<file path="config.mk">
export PLATFORM = sky130hd
export DESIGN_NAME = regfile_wb_ctrl
export DESIGN_NICKNAME = d
export VERILOG_FILES = /design/src/rtl/regfile_wb_ctrl.sv
export SDC_FILE = /design/constraint.sdc
export NUM_CORES = 1
export LEC_CHECK = 0
export CELL_PAD_IN_SITES_DETAIL_PLACEMENT = 2
export CELL_PAD_IN_SITES_GLOBAL_PLACEMENT = 2
export CORE_ASPECT_RATIO = 1.75
export CORE_MARGIN = 1
export CORE_UTILIZATION = 24
export DETAILED_ROUTE_END_ITERATION = 7
export PLACE_DENSITY = 0.83
export SLEW_MARGIN = 20
export SYNTH_ARGS = -nofsm -noshare
export SYNTH_HDL_FRONTEND = slang
export SYNTH_SLANG_ARGS = --single-unit
</file>
<file path="constraint.sdc">
create_clock -name clk -period 2.2 [get_ports clk]
set_clock_uncertainty 0.1 [all_clocks]
set_input_delay 0.44 -clock clk [delete_from_list [all_inputs] [get_ports clk]]
set_output_delay 0.44 -clock clk [all_outputs]
set_load 0.01 [all_outputs]
</file>
<file path="src/rtl/regfile_wb_ctrl.sv">
// Writeback controller: arbitrates NREQ writeback sources onto the register-file write
// port and tracks destinations awaiting writeback. Define REGFILE_WB_RR_EN for round-robin.
module regfile_wb_ctrl #(
    parameter int NREQ = 3,
    parameter int XLEN = 32
) (
    input  logic                 clk,
    input  logic                 reset,
    input  logic [NREQ-1:0]      req_valid,
    input  logic [NREQ*5-1:0]    req_rd,
    input  logic [NREQ*XLEN-1:0] req_data,
    output logic [NREQ-1:0]      req_ready,
    input  logic                 issue_valid,
    input  logic [4:0]           issue_rd,
    input  logic [4:0]           rs1,
    input  logic [4:0]           rs2,
    output logic                 rs1_busy,
    output logic                 rs2_busy,
    output logic                 wr_en,
    output logic [4:0]           wr_rd,
    output logic [XLEN-1:0]      wr_data
);
    // Handshake: requester i transfers in a cycle where req_valid[i] & req_ready[i];
    // it holds req_valid/req_rd/req_data stable until then. req_ready is one-hot or 0.
    logic [NREQ-1:0] grant;
    logic            hs;
    logic [4:0]      sel_rd;
    logic [XLEN-1:0] sel_data;

    logic            wr_en_q, wr_en_d;
    logic [4:0]      wr_rd_q, wr_rd_d;
    logic [XLEN-1:0] wr_data_q, wr_data_d;
    logic [31:0]     busy_q, busy_d;

`ifdef REGFILE_WB_RR_EN
    localparam int PW = (NREQ > 1) ? $clog2(NREQ) : 1;

    logic [PW-1:0] ptr_q, ptr_d;
    logic [PW-1:0] gidx;

    // Search starts at the pointer and wraps around modulo NREQ.
    always_comb begin
        logic [PW:0] idx;
        logic        found;
        idx   = '0;
        found = 1'b0;
        grant = '0;
        for (int k = 0; k < NREQ; k++) begin
            idx = {1'b0, ptr_q} + (PW+1)'(k);
            if (idx >= (PW+1)'(NREQ)) begin
                idx = idx - (PW+1)'(NREQ);
            end
            if (!found && req_valid[idx[PW-1:0]]) begin
                grant[idx[PW-1:0]] = 1'b1;
                found              = 1'b1;
            end
        end
    end

    always_comb begin
        gidx = '0;
        for (int i = 0; i < NREQ; i++) begin
            if (grant[i]) begin
                gidx = PW'(i);
            end
        end
    end

    always_comb begin
        ptr_d = ptr_q;
        if (hs) begin
            ptr_d = (gidx == PW'(NREQ - 1)) ? '0 : gidx + PW'(1);
        end
    end

    always_ff @(posedge clk) begin
        if (reset) begin
            ptr_q <= '0;
        end else begin
            ptr_q <= ptr_d;
        end
    end
`else
    always_comb begin
        logic found;
        found = 1'b0;
        grant = '0;
        for (int i = 0; i < NREQ; i++) begin
            if (!found && req_valid[i]) begin
                grant[i] = 1'b1;
                found    = 1'b1;
            end
        end
    end
`endif

    // No grant is visible while reset is held, so reset dominates any handshake.
    assign req_ready = reset ? '0 : grant;
    assign hs        = |req_ready;

    always_comb begin
        sel_rd   = '0;
        sel_data = '0;
        for (int i = 0; i < NREQ; i++) begin
            if (grant[i]) begin
                sel_rd   = req_rd[i*5 +: 5];
                sel_data = req_data[i*XLEN +: XLEN];
            end
        end
    end

    always_comb begin
        wr_en_d   = hs && (sel_rd != 5'd0);
        wr_rd_d   = hs ? sel_rd : wr_rd_q;
        wr_data_d = hs ? sel_data : wr_data_q;
    end

    // A fresh issue to the same register outranks the retiring write: new producer pending.
    always_comb begin
        busy_d = busy_q;
        if (wr_en_q) begin
            busy_d[wr_rd_q] = 1'b0;
        end
        if (issue_valid && (issue_rd != 5'd0)) begin
            busy_d[issue_rd] = 1'b1;
        end
        busy_d[0] = 1'b0;
    end

    always_ff @(posedge clk) begin
        if (reset) begin
            wr_en_q   <= 1'b0;
            wr_rd_q   <= '0;
            wr_data_q <= '0;
            busy_q    <= '0;
        end else begin
            wr_en_q   <= wr_en_d;
            wr_rd_q   <= wr_rd_d;
            wr_data_q <= wr_data_d;
            busy_q    <= busy_d;
        end
    end

    assign wr_en    = wr_en_q;
    assign wr_rd    = wr_rd_q;
    assign wr_data  = wr_data_q;
    assign rs1_busy = busy_q[rs1];
    assign rs2_busy = busy_q[rs2];

endmodule
</file>
==> summary.md, run 1 <==
| Metric | Value |
|---|---|
| Status | `complete, but fails checks` |
| Violated checks | `negative setup slack` |
| Tot GR Track Use | `0.215` |
| Initial core utilization | `0.244` |
| Register area | `roughly 1400 µm²` |
| Clock slew at reported path FFs | `about 0.060 ns` |
| Final Util | `0.383` |
| Placement Setup Slack | `-0.838 ns` |
| PortBufs | `about 170` |
| Vias in the first global route | `around 5700` |
| GRT overflow | `0` |
| Post-synth top area share | `0.315` |
| Most common cell after layout, fill and taps aside | `clkdlybuf4s50_1` |
| CTS buffer count | `9` |
| Initial antenna violation count | `1` |
| Post-synthesis cell count | `563` |
| Crit-path max FO | `4` |
| Syn_nets | `~700` |
| Cells along the critical path | `dlygate4sd2_1 > bufbuf_16 > mux2i_1 > a211oi_2 > nand3_1 > nand4_1 > buf_2` |
| Worst setup EP type | `output pin` |
| Setup CP Type | `in2out` |
| Post-Route WL | `between 15000 and 20000 µm` |
| Adder-cell share of the synthesized area | `0` |
| Clk Latency, worst-skew pair | `0.34 ns` |
| Fin nets | `approximately 870` |
| Area of the multi-input gates | `roughly 2800 µm²` |
| Final hold vios | `0` |
| Row cnt | `65` |
| Rel. slew slack | `0.545` |
| Die Y | `approximately 180 µm` |
| DR iter-0 viols | `90` |
| Hold Crit Class | `reg2reg` |
| Flops & latches, synth | `between 60 and 70` |
| Mean Syn Cell Area | `roughly 8 µm²` |
| CP startpoint kind | `input pin` |
| # fillers | `2069` |
| Area growth syn-to-layout | `57.1%` |
| Compound-Gate Fraction of Synth Area | `0.288` |
| Sequential-to-total area share from yosys stat | `0.315` |
| Worst Path Required | `about 1.7 ns` |
| Slowest CP cell | `dlygate4sd2_1` |
| Core footprint | `about 18000 µm²` |
| Antenna viol nets, final | `0` |
| Worst Max-Slew Pin Slew | `about 0.7 ns` |
| Top cell type by total area after synthesis | `dfxtp_1` |
| DRT Pass-1 Iters | `4` |
| Routability Congestion | `between 0.9 and 1` |
| Clock Tree Root | `clkbuf_16` |
| Buffers and inverters on the worst path | `3` |
| Final setup fails | `1` |
| Final HPWL DP | `roughly 15000 µm` |
| Setup ws final | `-0.0652 ns` |
| DR WL/cell | `about 20 µm` |
| Pwr per Cell Area | `570 nW/µm²` |
| Total number of yosys warnings | `0` |
| Final Critical Period | `about 2.3 ns` |
| Kind of cell adding the most delay to the critical path | `buffers and inverters` |
| DR vias/cell | `around 5.1` |
| Commonest cells after routing, fill and taps aside | `160 x clkdlybuf4s50_1, 136 x nand2_1, 63 x dfxtp_1` |
| Largest net degree at the start of global routing | `54` |
| CP arrival | `~1.7 ns` |
| Synth Area in XOR/XNOR | `0` |
| Combinational family with the most area after synthesis | `compound AO/OA/AOI/OAI gates` |
| Mux contribution to synthesized area | `0.0719` |
| Die area | `roughly 19000 µm²` |
| Unrepaired setup endpoints after global routing | `yes` |
| Critical Path Max Stage Delay | `about 0.30 ns` |
| Fraction of layout cells with a size suffix above 1 | `0.186` |
| Mapped cell area | `4380 µm²` |
| Clock Path Buffers | `2` |
| H-Tree Level Count | `3` |
| Slew Viols, Final | `0` |
| Synth cell types | `39` |
| Max Freq | `~0.44 GHz` |
| First-pass GRT wire length | `30900 µm` |
| CTS sink count | `just under 70` |
| Io pins | `between 150 and 200` |
| Hold-fix buffers, CTS | `0` |
| Final period utilization | `1.03` |
| Simple-gate share of the synthesized area | `0.263` |
| Drt drc | `0` |
| Die X | `~100 µm` |
| Pleak | `2.45 nW` |
| Largest cells by area after synthesis | `dfxtp_1 32%, nand2_1 12%, o21ai_0 7.0%` |
| MaxCap Viol Count | `0` |
| Vias | `4972` |
| Maximum vdd drop | `around 0.36 mV` |
| CTS tree | `yes` |
[metal layers]
layer / wire length [µm] / up-vias / global-route usage / part of all wire
met5: 0 / - / 0 / 0
met4: 973 / 0 / 0.115 / 0.049
met3: 847 / 58 / 0.0429 / 0.042
met2: 11600 / 157 / 0.438 / 0.58
met1: 6580 / 2436 / 0.192 / 0.33
li1: - / 2321 / - / -
[flip-flops by register name, summed over array words and instances, names as in the netlist]
signal / flops
busy_q: 31
wr_en: 1
wr_data: 32
wr_rd: 5
[per-stage QoR]
stage | cell area [µm²] | hold WS (ns) | power (mW) | std cells | setup TNS, ns
2_1_floorplan | 4380 | 0.360 | 1.81 | 563 | 0
3_3_place_gp | 6410 | 0.340 | 2.29 | 952 | -2.72
3_5_place_dp | 6410 | 0.353 | 2.33 | 952 | -4.20
4_1_cts | 6880 | 0.358 | 3.98 | 975 | -0.0884
5_1_grt | 6890 | 0.385 | 4.09 | 976 | -0.161
6_report | 6890 | 0.358 | 3.93 | 976 | -0.0652
[layout make-up]
class,count,share of cell area
Multi-Input combinational cell,445,0.408
Timing Repair Buffer,209,0.299
Sequential cell,69,0.202
Tap cell,234,0.0425
Clock buffer,10,0.0347
Clock inverter,6,0.0125
Inverter,2,0.00109
Antenna cell,1,0.000363
[power by group]
group / switching, mW / leakage (nW) / internal [mW] / total (mW)
clock network: 0.584 / 0.158 / 1.02 / 1.61
registers: 0.0424 / 0.566 / 1.31 / 1.35
logic: 0.461 / 1.73 / 0.510 / 0.970
total: 1.09 / 2.45 / 2.84 / 3.93
[kinds of logic (layout without fill, tap and decap cells)]
family                 count (synthesis)  after routing
AND/OR/NAND/NOR                      233            233
other                                  0              1
buffers and inverters                 49            227
flip-flops                            69             69
multiplexers                          24             24
AO/OA/AOI/OAI                        188            188
[path summary, 6_finish.rpt]
check,from,end,slack [ns],cells after the start
hold / removal,wr_data[8]$_SDFFE_PP0P_,wr_data[8]$_SDFFE_PP0P_,0.36,2
setup reg to reg,wr_rd[1]$_SDFFE_PP0P_,busy_q[25]$_SDFF_PP0_,0.54,3
setup / recovery,rs2[2],rs2_busy,-0.07,7
hold reg to reg,wr_data[8]$_SDFFE_PP0P_,wr_data[8]$_SDFFE_PP0P_,0.36,2
[repair_timing]
action	4_1_cts	5_1_grt
gates resized for setup	42	6
buffers inserted	4	0
pin swaps	3	1
gates cloned	3	0
endpoints found under the setup margin	3	2
[worst reg2reg max path: stages (launching register included)]
cell	delay, ns
dfxtp_1	0.35
nand3b_1	0.42
o21ai_0	0.47
a21oi_1	0.16
[cells in the mapped netlist]
cell type / count
a211oi_1: 2
a21oi_1: 60
a21oi_2: 23
a221o_1: 3
a22o_1: 1
a22oi_1: 4
and3_1: 2
and3b_1: 3
buf_12: 2
buf_2: 10
buf_4: 2
buf_6: 3
buf_8: 1
clkbuf_1: 29
dfxtp_1: 69
inv_1: 2
mux2i_1: 18
mux4_2: 6
nand2_1: 136
nand2b_1: 37
nand3_1: 10
nand3_2: 3
nand3b_1: 9
nand4_1: 2
nor2_1: 8
nor2b_1: 9
nor2b_2: 1
nor3_1: 1
nor3_2: 1
nor3b_1: 4
nor3b_2: 1
nor4_1: 1
nor4b_4: 1
o2111ai_1: 2
o211ai_1: 9
o211ai_2: 23
o21ai_0: 61
or3_1: 2
or3b_2: 2
Power figures use the tool's default switching activity.
==> inputs of run 2 (changes only) <==
CAP_MARGIN = 20   (was not set)
==> results of run 2 <==
Final layout, timing and power as in run 1 (identical DEF).
